$ cat src/rtl/sync_edge_filter_if.sv
// rtl/sync_edge_filter_if.sv - din/evt_clr inputs and filtered level, pulse and event outputs
interface sync_edge_filter_if #(
  parameter int CNT_W = 8
);
  logic             din;
  logic             evt_clr;
  logic             level_out;
  logic             rise_pulse;
  logic             fall_pulse;
  logic [CNT_W-1:0] evt_cnt;
  logic             evt_ovf;

  modport master (
    output din, evt_clr,
    input  level_out, rise_pulse, fall_pulse, evt_cnt, evt_ovf
  );

  modport slave (
    input  din, evt_clr,
    output level_out, rise_pulse, fall_pulse, evt_cnt, evt_ovf
  );
endinterface

$ cat src/rtl/sync_edge_filter.sv
// rtl/sync_edge_filter.sv - stability filter, edge pulses and saturating edge counter on clk_tx
module sync_edge_filter #(
  parameter int FILT_CYCLES = 4,
  parameter int CNT_W       = 8,
  parameter int EDGE_SEL    = 2,
  parameter bit RST_VAL     = 1'b0
) (
  input  logic              clk_tx,
  input  logic              rst_tx,
  sync_edge_filter_if.slave bus
);
  localparam int FW = (FILT_CYCLES < 1) ? 1 : $clog2(FILT_CYCLES + 1);
  localparam logic [FW-1:0] FILT_LAST = FW'(FILT_CYCLES);

  localparam logic [1:0] STABLE_LO = 2'd0;
  localparam logic [1:0] CHK_HI    = 2'd1;
  localparam logic [1:0] STABLE_HI = 2'd2;
  localparam logic [1:0] CHK_LO    = 2'd3;
  localparam logic [1:0] RST_STATE = RST_VAL ? STABLE_HI : STABLE_LO;

  // Out-of-range EDGE_SEL values fall through to counting both edges.
  localparam bit CNT_RISE = (EDGE_SEL != 1);
  localparam bit CNT_FALL = (EDGE_SEL != 0);

  logic [1:0]       state, state_nxt;
  logic [FW-1:0]    fcnt, fcnt_nxt, fcnt_inc;
  logic             acc_rise, acc_fall, counted;
  logic             level_q, rise_q, fall_q, ovf_q;
  logic [CNT_W-1:0] cnt_q;

  always_comb begin
    state_nxt = state;
    fcnt_nxt  = fcnt;
    fcnt_inc  = fcnt + 1'b1;
    acc_rise  = 1'b0;
    acc_fall  = 1'b0;
    case (state)
      STABLE_LO: if (bus.din) begin
        if (FILT_CYCLES == 1) begin
          acc_rise  = 1'b1;
          state_nxt = STABLE_HI;
          fcnt_nxt  = '0;
        end else begin
          fcnt_nxt  = FW'(1);
          state_nxt = CHK_HI;
        end
      end
      CHK_HI: begin
        if (!bus.din) begin
          state_nxt = STABLE_LO;
          fcnt_nxt  = '0;
        end else if (fcnt_inc == FILT_LAST) begin
          acc_rise  = 1'b1;
          state_nxt = STABLE_HI;
          fcnt_nxt  = '0;
        end else begin
          fcnt_nxt = fcnt_inc;
        end
      end
      STABLE_HI: if (!bus.din) begin
        if (FILT_CYCLES == 1) begin
          acc_fall  = 1'b1;
          state_nxt = STABLE_LO;
          fcnt_nxt  = '0;
        end else begin
          fcnt_nxt  = FW'(1);
          state_nxt = CHK_LO;
        end
      end
      CHK_LO: begin
        if (bus.din) begin
          state_nxt = STABLE_HI;
          fcnt_nxt  = '0;
        end else if (fcnt_inc == FILT_LAST) begin
          acc_fall  = 1'b1;
          state_nxt = STABLE_LO;
          fcnt_nxt  = '0;
        end else begin
          fcnt_nxt = fcnt_inc;
        end
      end
      default: begin
        state_nxt = RST_STATE;
        fcnt_nxt  = '0;
      end
    endcase
  end

  assign counted = (acc_rise && CNT_RISE) || (acc_fall && CNT_FALL);

  always_ff @(posedge clk_tx or posedge rst_tx) begin
    if (rst_tx) begin
      state   <= RST_STATE;
      fcnt    <= '0;
      level_q <= RST_VAL;
      rise_q  <= 1'b0;
      fall_q  <= 1'b0;
      cnt_q   <= '0;
      ovf_q   <= 1'b0;
    end else begin
      state  <= state_nxt;
      fcnt   <= fcnt_nxt;
      rise_q <= acc_rise;
      fall_q <= acc_fall;
      if (acc_rise)
        level_q <= 1'b1;
      else if (acc_fall)
        level_q <= 1'b0;
      // Clear takes priority, then a same-cycle counted edge is applied on top.
      if (bus.evt_clr) begin
        cnt_q <= counted ? CNT_W'(1) : '0;
        ovf_q <= 1'b0;
      end else if (counted) begin
        if (&cnt_q)
          ovf_q <= 1'b1;
        else
          cnt_q <= cnt_q + 1'b1;
      end
    end
  end

  always @(posedge clk_tx) begin
    assert (FILT_CYCLES >= 1) else $error("sync_edge_filter: FILT_CYCLES must be >= 1");
  end

  assign bus.level_out  = level_q;
  assign bus.rise_pulse = rise_q;
  assign bus.fall_pulse = fall_q;
  assign bus.evt_cnt    = cnt_q;
  assign bus.evt_ovf    = ovf_q;
endmodule

$ cat src/flat_wrapper.sv
// flat-port wrapper written by rule: the top's interface ports become plain ports
module sync_edge_filter_flat 
#(
  parameter int FILT_CYCLES = 4,
  parameter int CNT_W       = 8,
  parameter int EDGE_SEL    = 2,
  parameter bit RST_VAL     = 1'b0
)
  (clk_tx, rst_tx, bus_din, bus_evt_clr, bus_level_out, bus_rise_pulse, bus_fall_pulse, bus_evt_cnt, bus_evt_ovf);
  sync_edge_filter_if #(.CNT_W(CNT_W)) bus_i ();
  input  logic clk_tx;
  input  logic rst_tx;
  input wire logic [$bits(bus_i.din)-1:0] bus_din;
  input wire logic [$bits(bus_i.evt_clr)-1:0] bus_evt_clr;
  output wire logic [$bits(bus_i.level_out)-1:0] bus_level_out;
  output wire logic [$bits(bus_i.rise_pulse)-1:0] bus_rise_pulse;
  output wire logic [$bits(bus_i.fall_pulse)-1:0] bus_fall_pulse;
  output wire logic [$bits(bus_i.evt_cnt)-1:0] bus_evt_cnt;
  output wire logic [$bits(bus_i.evt_ovf)-1:0] bus_evt_ovf;
  assign bus_i.din = bus_din;
  assign bus_i.evt_clr = bus_evt_clr;
  assign bus_level_out = bus_i.level_out;
  assign bus_rise_pulse = bus_i.rise_pulse;
  assign bus_fall_pulse = bus_i.fall_pulse;
  assign bus_evt_cnt = bus_i.evt_cnt;
  assign bus_evt_ovf = bus_i.evt_ovf;
  sync_edge_filter #(.FILT_CYCLES(FILT_CYCLES), .CNT_W(CNT_W), .EDGE_SEL(EDGE_SEL), .RST_VAL(RST_VAL)) u_core (.clk_tx(clk_tx), .rst_tx(rst_tx), .bus(bus_i));
endmodule
$ cat config.mk
export PLATFORM = sky130hd
export DESIGN_NAME = sync_edge_filter_flat
export DESIGN_NICKNAME = d
export VERILOG_FILES = /design/src/rtl/sync_edge_filter_if.sv /design/src/rtl/sync_edge_filter.sv /design/src/flat_wrapper.sv
export SDC_FILE = /design/constraint.sdc
export NUM_CORES = 1
export LEC_CHECK = 0
export CORE_MARGIN = 1
export CORE_UTILIZATION = 54
export CTS_BUF_LIST = sky130_fd_sc_hd__clkbuf_8 sky130_fd_sc_hd__clkbuf_16
export CTS_CLUSTER_SIZE = 12
export DETAILED_ROUTE_END_ITERATION = 8
export HOLD_SLACK_MARGIN = 0.15
export MAX_ROUTING_LAYER = met4
export PLACE_DENSITY_LB_ADDON = 0.3
export SLEW_MARGIN = 20
export SYNTH_ARGS = -nofsm -noshare
export SYNTH_HDL_FRONTEND = slang
export SYNTH_SLANG_ARGS = --single-unit
$ cat constraint.sdc
create_clock -name clk_tx -period 3.25 [get_ports clk_tx]
set_clock_uncertainty 0.2 [all_clocks]
set_input_delay 0.65 -clock clk_tx [delete_from_list [all_inputs] [get_ports clk_tx]]
set_output_delay 0.65 -clock clk_tx [all_outputs]
set_load 0.02 [all_outputs]
======== Word-level counts from Yosys, hierarchy flattened ========
Index checks and enable logic that the tools add are counted.
cells by class
  equal/unequal tests ..................... 9
  mux-type cells .......................... 27
  add/sub/neg operators ................... 2
  reductions and logical operators ........ 10
operators by type and width
  kind                 count
  $mux 8               3
  $mux 3               5
  $mux 2               6
  $pmux 3 s4           1
  $mux 1               11
  $add 8x1->8 const B  1
  $pmux 2 s4           1
  $reduce_and 8->1     1
  $ne 2x2->1 const B   3
  $ne 3x2->1 const B   2
  $reduce_and 2->1     3
  $reduce_bool 2->1    3
  $eq 2x2->1 const B   2
  $reduce_and 4->1     1
  $add 3x1->3 const B  1
  $eq 3x3->1 const B   1
  $eq 2x1->1 const B   1
  $logic_not 2->1      1
  $logic_or 1x1->1     1
storage, ports and cells
  register bits ........................... 17
  input port bits ......................... 4
  output and inout port bits .............. 12

======== Logic depth before layout (Yosys ltp) ========
Gate-level depths: netlist of the first run.
  word-level depth ........................ 8
  gate-level depth with buffers ........... 6

======== Worst setup path before layout of the first run ========
Ideal clock, no wire load.
  path type ............................... in2reg
  start point ............................. input bus_din
  end point ............................... register u_core.cnt_q[7] (netlist: u_core.bus.evt_cnt[7])
  stages on the path ...................... 4
  arrival time ............................ 1.726 ns
  library setup time ...................... 0.079 ns
  buffers on the path ..................... 0
  slack ................................... 1.245 ns
  cell sequence ........................... xor2_2 nand4_4 or4_1 a21oi_1
between the ends
  longest elaborated chain between the ends .. 5
  elaborated cells on any way between the ends .. 7
  classes of those cells .................. mux: 4; reduce/logical: 3
RTL lines
  what                                    RTL line                                        text
  from (decl)                             flat_wrapper.sv:13                              input wire logic [$bits(bus_i.din)-1:0] bus_din;
  $mux 1 (on tied branches)               sync_edge_filter.sv:49, sync_edge_filter.sv:71
  $mux 1                                  sync_edge_filter.sv:37                          case (state)
  $logic_or 1x1->1 (*)                    sync_edge_filter.sv:89                          assign counted = (acc_rise && CNT_RISE) || (acc_fall && CNT_FALL);
  $reduce_bool 2->1 (no source line) (*)  -
  $reduce_and 2->1 (no source line) (*)   -
  to (signal assigned)                    sync_edge_filter.sv:111                         cnt_q <= counted ? CNT_W'(1) : '0;
  to (signal assigned)                    sync_edge_filter.sv:117                         cnt_q <= cnt_q + 1'b1;
  to (decl)                               sync_edge_filter.sv:29                          logic [CNT_W-1:0] cnt_q;
Every way passes the cells marked *; elsewhere a longest branch is shown, timed or not.
A chain may end at the register's enable or synchronous reset.

======== Worst setup path after layout of the first run ========
Ends and elaborated chain as after synthesis.

==> results of run 1 <==
[state kept, by name, indices dropped and copies added (netlist names), named ones only]
name                   count
u_core.state               1
u_core.bus.evt_cnt         8
u_core.bus.rise_pulse      1
u_core.bus.level_out       1
u_core.bus.fall_pulse      1
u_core.fcnt                3
u_core.bus.evt_ovf         1
[where the power goes]
part | internal (mW) | switching, mW | leakage [nW]
clock network | 0.0849 | 0.0701 | 0.0255
registers | 0.239 | 0.0408 | 0.228
logic | 0.0515 | 0.0679 | 0.196
[cell usage in the layout, fill, tap and decap left out, drive strengths merged, types with 2 or more instances in the layout]
master,instances
nor3,2
nor2,5
o41ai,2
dfrtp,17
and3,2
clkdlybuf4s50,15
ha,3
nand2,6
o21ai,5
nand3b,3
inv,3
clkbuf,3
xor2,2
a21oi,9
nand2b,2
nand4,3
and2,2
nand3,5
[routing by layer]
layer,routed length [µm],share of wire [%],track usage [%]
met1,744,44,23.53
met2,863,52,32.42
met3,51,3.1,3.830
met4,12,0.72,10.00
met5,0,0,-
[through the flow]
step                      hold slack, ns  instance area [µm²]  instances  total power, mW
after floorplan                   0.3062                899.6         88           0.3738
after global placement            0.2905                 1050        116           0.3948
after detailed placement          0.2907                 1050        116           0.4035
after CTS                         0.3059                 1096        120           0.5570
after global routing              0.3336                 1096        120           0.5872
final                             0.2995                 1096        120           0.5539
[worst paths after layout]
path | to | cells after the start
worst min-delay path | u_core.bus.evt_ovf$_DFFE_PP0P_ | 2
max in group asynchronous | u_core.bus.evt_cnt[6]$_DFFE_PP0P_ | 2
worst max-delay path | u_core.bus.evt_cnt[7]$_DFFE_PP0P_ | 5
worst max register to register | u_core.bus.evt_cnt[7]$_DFFE_PP0P_ | 5
min in group asynchronous | asynchronous set/reset pin | 2
worst min register to register | u_core.bus.evt_ovf$_DFFE_PP0P_ | 2
[logic make-up (layout without fill, tap and decap cells)]
logic type | after synthesis | after routing | share of synthesized area, %
AOI/OAI and AO/OA | 23 | 23 | 16.00
buffers and inverters | 6 | 22 | 3.476
xor gates and xnor gates | 2 | 2 | 3.616
DFF | 17 | 17 | 47.29
adders and majority gates | 3 | 3 | 4.173
and+or+nand+nor | 37 | 37 | 25.45
[final cells by class]
type	count	area share (%)
multi-input combinational	65	40.41
sequential	17	38.81
timing repair buffer	15	13.70
clock buffer	3	3.767
tap	16	1.826
inverter	3	1.027
clock inverter	1	0.4566
[worst register-to-register path: cells and delay by family (launching register included)]
kind | cells | cell delay [ns]
DFF | 1 | 0.41
and+or+nand+nor | 2 | 0.74
xor gates and xnor gates | 1 | 0.34
AOI/OAI and AO/OA | 1 | 0.15
adders and majority gates | 1 | 0.24
==> impl_results.md, run 1 <==
* Status: complete, no violations
* ANT nets after route at 0
* Multi-input logic area at 442.9 µm²
* Worst-case clock buffer depth at 2
* GRT overflow at 0
* Die Span Y at 42.82 µm
* Worst setup SP type: input port
* Peak supply drop at 0.4108 mV
* Final Max Slew Viols at 0
* Clock sink count at 17
* CP arrival at 2.48 ns
* H-tree depth at 1
* #FFs+latches synth at 17
* # resized after CTS at 0
* TritonCTS Buffers at 3
* Period minus WS final at 2.512 ns
* Hold Crit Start: u_core.bus.evt_ovf$_DFFE_PP0P_
* Highest Clock Rate at 398.1 MHz
* Layout cells sized above 1 at 11.54%
* Storage cell area at 425.4 µm²
* RSZ-0062 raised after global routing: false
* Final Hold Vio Count at 0
* Worst-path maximum fanout at 9
* Slowest-stage cell, CP: clkdlybuf4s50_1
* Initial antenna violation count at 0
* R2r startpoint: u_core.fcnt[0]$_DFFE_PP0P_
* Synth area leaders: dfrtp_1 47%, a21oi_1 5.0%, ha_1 4.2%
* DP HPWL at 1.233 mm
* Number of global-route vias before repair at 650
* Tcrit/Tclk final at 77.29%
* Synth Area per Inst at 10.22 µm²
* Top post-synthesis cells by count: 17 x dfrtp_1, 9 x a21oi_1, 6 x nand2_1
* Seq/Total Area, Yosys at 47.29%
* Most common cell in the netlist: dfrtp_1
* DRT iter0 DRCs at 10
* Ant. Diodes at 0
* Total Wirelength at 1.672 mm
* Drt pass-1 iters at 4
* HP Class: reg -> reg
* Total number of vias at 736
* Worst Path Buf+Inv at 1
* Synth unique cells at 35
* Setup bufs post-CTS at 0
* Area Growth Syn to Fin at 21.84%
* Fillers at 122
* Leakage power at 0.4494 nW
* Setup WS pre-CTS at 0.4869 ns
* Total GRT Usage at 19.96%
* Data required, critical path at 3.22 ns
* Largest net degree at the start of global routing at 18
* Post-route DRC violation count at 0
* Die W at 42.82 µm
* CTS tree: done
* Worst-Skew Late Latency at 0.25 ns
* Routed vias/inst at 6.133
* Endpoints failing setup at 0
* Top_reg_cell synth: dfrtp_1
* CP peak stage delay at 0.58 ns
* Post-CTS Hold Fix Bufs at 0
* Core area at 1524 µm²
* Worst-margin pin slew at 0.6355 ns
* Global-route wire length before repair at 2.670 mm
* R2R setup slack at 1.10 ns
* Crit path capture type: flop
* IO Pins at 16
* Fin worst setup slack at 0.7381 ns
* Syn_nets at 95
* CP Launch Point: bus_din
* I/O Buffers at 15
* Mapped Cells at 88
* Top cell family by delay on the critical path: simple AND/OR/NAND/NOR gates
* Ys async rst share at 100.0%
* Std-Cell Rows at 14
* Cell taking the most area after synthesis: dfrtp_1
* Fin nets at 112
* Ys Warns at 0
* Max-cap check violation count at 0
* PwrDens at 505.3 nW/µm²
* Avg WL per Cell at 13.93 µm
* Placer Congestion at 0.7893
* Worst rel slew slack at 57.59%
* Critical path, cell by cell: clkdlybuf4s50_1 > xor2_2 > nand4_4 > or4_1 > a21oi_1
* Kind of critical path: in -> reg
* Share of the synthesized area in the top cell type at 47.29%
* Clock root buffer: clkbuf_8
* Finished Core Util at 71.92%
* Initial Utilization at 59.03%
* Synth Cell Area at 899.6 µm²
* Number of synthesized flops with an enable pin at 0
* Total die area at 1833 µm²
* Clk slew on worst S/H paths at 0.07 ns
* Setup TNS Final at 0 ns
Power figures use the tool's default switching activity.
==> run 2, diff against run 1 <==
--- a/config.mk
+++ b/config.mk
@@ -5,8 +5,9 @@
 export SDC_FILE = /design/constraint.sdc
 export NUM_CORES = 1
 export LEC_CHECK = 0
+export CORE_ASPECT_RATIO = 1.4
 export CORE_MARGIN = 1
-export CORE_UTILIZATION = 54
+export CORE_UTILIZATION = 45
 export CTS_BUF_LIST = sky130_fd_sc_hd__clkbuf_8 sky130_fd_sc_hd__clkbuf_16
 export CTS_CLUSTER_SIZE = 12
 export DETAILED_ROUTE_END_ITERATION = 8
==> constraint.sdc (replaced) <==
create_clock -name clk_tx -period 2.3 [get_ports clk_tx]
set_clock_uncertainty 0.2 [all_clocks]
set_input_delay 0.46 -clock clk_tx [delete_from_list [all_inputs] [get_ports clk_tx]]
set_output_delay 0.46 -clock clk_tx [all_outputs]
set_load 0.02 [all_outputs]
==> run 2 against run 1 <==
Routed wire length rose by 9.2%. Register-to-register slack got worse by 0.97 ns. Setup slack got worse by 0.60 ns. Non-clock buffer count rose by 4. Die area rose by 19%. Sequential power rose by 41%.
==> impl_results.md, run 2 (synthesized netlist as in run 1, its figures left out) <==
* Core area at 1824 µm² (+20%)
* Routed vias/inst at 5.813 (-5.2%)
* Worst-margin pin slew at 0.6435 ns (+0.008037 ns)
* Worst-case clock buffer depth at 2 (unchanged)
* Std-Cell Rows at 18 (+4)
* Number of global-route vias before repair at 638 (-1.8%)
* CP arrival at 2.14 ns (-0.34 ns)
* Endpoints failing setup at 0 (unchanged)
* Total die area at 2185 µm² (+19%)
* Commonest non-fill, non-tap cell in the layout: dfrtp_1
* Worst Path Buf+Inv at 0 (-1)
* Dpl cells at 124 (+6.9%)
* Total number of vias at 744 (+1.1%)
* Die W at 39.79 µm (-7.1%)
* Top cell family by delay on the critical path: simple AND/OR/NAND/NOR gates
* Fin nets at 116 (+3.6%)
* Worst-path maximum fanout at 8 (-1)
* Clk slew on worst S/H paths at 0.07 ns (about the same)
* ANT nets after route at 0 (unchanged)
* Clock sink count at 17 (unchanged)
* Highest Clock Rate at 461.8 MHz
* Largest register FFs at 8 (unchanged)
* Total GRT Usage at 19.97% (about the same)
* DP HPWL at 1.360 mm (+10%)
* Layout cells sized above 1 at 14.81% (+3.3 points)
* Avg WL per Cell at 14.27 µm (+2.4%)
* I/O Buffers at 15 (unchanged)
* Worst setup SP type: flop
* DRT iter0 DRCs at 20 (+10)
* Critical path, cell by cell: ha_1 > xor2_2 > nand4_4 > or4_1 > a21oi_1
* Final Hold Vio Count at 0 (unchanged)
* Setup bufs post-CTS at 0 (unchanged)
* Fin cells at 128 (+6.7%)
* Total Wirelength at 1.826 mm (+9.2%)
* Global-route wire length before repair at 2.794 mm (+4.6%)
* Die Span Y at 54.91 µm (+28%)
* Worst-Skew Late Latency at 0.25 ns (about the same)
* Area Growth Syn to Fin at 25.73%
* RSZ-0062 raised after global routing: false
* Placer Congestion at 0.6956 (-12%)
* H-tree depth at 1 (unchanged)
* Clock root buffer: clkbuf_8
* Drt pass-1 iters at 4 (unchanged)
* Status: complete, no violations
* HP Class: reg -> reg
* Worst rel slew slack at 57.05% (-0.54 points)
* Crit path capture type: flop
* Initial Utilization at 49.31% (-9.7 points)
* Leakage power at 0.4686 nW (+4.3%)
* CP peak stage delay at 0.54 ns (-0.04 ns)
* Tcrit/Tclk final at 94.14%
* Hold slack final at 0.2993 ns (-0.0002270 ns)
* Peak supply drop at 0.5666 mV (+38%)
* Initial antenna violation count at 0 (unchanged)
* TritonCTS Buffers at 3 (unchanged)
* Post-route DRC violation count at 0 (unchanged)
* Post-CTS Hold Fix Bufs at 0 (unchanged)
* GRT overflow at 0 (unchanged)
* Data required, critical path at 2.27 ns (-0.95 ns)
* PwrDens at 707.9 nW/µm² (+40%)
* Finished Core Util at 62.00% (-9.9 points)
* Total Power at 0.8007 mW (+45%)
* Slowest-stage cell, CP: or4_1
* Ant. Diodes at 0 (unchanged)
* IO Pins at 16 (unchanged)
* Commonest cells after routing, fill and taps aside: 17 x dfrtp_1, 15 x clkdlybuf4s50_1, 9 x a21oi_1
* # resized after CTS at 0 (unchanged)
* Period minus WS final at 2.165 ns
* Max-cap check violation count at 0 (unchanged)
* Kind of critical path: reg -> reg
* Largest net degree at the start of global routing at 18 (unchanged)
* Final Max Slew Viols at 0 (unchanged)
* CTS tree: done
[run 2: final cells by class]
cell class                      instances  area [µm²]
Clock buffer                            3       41.29
Fill cell                             145       693.2
Multi-Input combinational cell         65       442.9
Timing Repair Buffer                   19       180.2
Sequential cell                        17       425.4
Clock inverter                          1       5.005
Inverter                                3       11.26
Tap cell                               20       25.02
[run 2: report_power, final]
| part | internal [mW] | leakage (nW) | switching, mW | total [mW] |
|---|---|---|---|---|
| Combinational | 0.0850 | 0.215 | 0.0975 | 0.182 |
| Clock | 0.120 | 0.0255 | 0.102 | 0.222 |
| Sequential | 0.337 | 0.228 | 0.0586 | 0.396 |
[run 2: tightest hold or removal path: stages, from the launching register on]
cell     delay, ns
dfrtp_1       0.34
a21oi_1       0.04
nor2_1        0.08
[run 2: per-layer routing]
| layer | routed length [µm] | GRT usage, % | vias up |
|---|---|---|---|
| li1 | - | - | 361 |
| met1 | 755 | 21.49 | 365 |
| met2 | 1007 | 34.97 | 16 |
| met3 | 45 | 2.400 | 2 |
| met4 | 17 | 10.34 | 0 |
| met5 | 0 | - | - |
[run 2: metrics by stage]
stage	cell area [µm²]	setup TNS (ns)	setup WS, ns
2_1_floorplan	899.6	0	0.3193
3_3_place_gp	1085	-0.003390	-0.003390
3_5_place_dp	1085	-0.06407	-0.03881
4_1_cts	1131	0	0.1542
5_1_grt	1131	0	0.03919
6_report	1131	0	0.1348
[run 2: worst paths after layout]
kind	cells after the start	slack, ns	startpoint	endpoint
max	5	0.13	u_core.fcnt[0]$_DFFE_PP0P_	u_core.bus.evt_cnt[7]$_DFFE_PP0P_
min in group asynchronous	2	0.39	rst_tx	u_core.fcnt[0]$_DFFE_PP0P_
min reg2reg	2	0.30	u_core.bus.evt_ovf$_DFFE_PP0P_	u_core.bus.evt_ovf$_DFFE_PP0P_
max in group asynchronous	2	1.09	rst_tx	u_core.bus.evt_cnt[4]$_DFFE_PP0P_
min	2	0.30	u_core.bus.evt_ovf$_DFFE_PP0P_	u_core.bus.evt_ovf$_DFFE_PP0P_
max reg2reg	5	0.13	u_core.fcnt[0]$_DFFE_PP0P_	u_core.bus.evt_cnt[7]$_DFFE_PP0P_
==> run 3, diff against run 2 <==
--- a/config.mk
+++ b/config.mk
@@ -9,7 +9,6 @@
 export CORE_MARGIN = 1
 export CORE_UTILIZATION = 45
 export CTS_BUF_LIST = sky130_fd_sc_hd__clkbuf_8 sky130_fd_sc_hd__clkbuf_16
-export CTS_CLUSTER_SIZE = 12
 export DETAILED_ROUTE_END_ITERATION = 8
 export HOLD_SLACK_MARGIN = 0.15
 export MAX_ROUTING_LAYER = met4
@@ -18,3 +17,4 @@
 export SYNTH_ARGS = -nofsm -noshare
 export SYNTH_HDL_FRONTEND = slang
 export SYNTH_SLANG_ARGS = --single-unit
+export TNS_END_PERCENT = 1
==> results of run 3 <==
Final layout, timing and power as in run 2 (identical DEF).
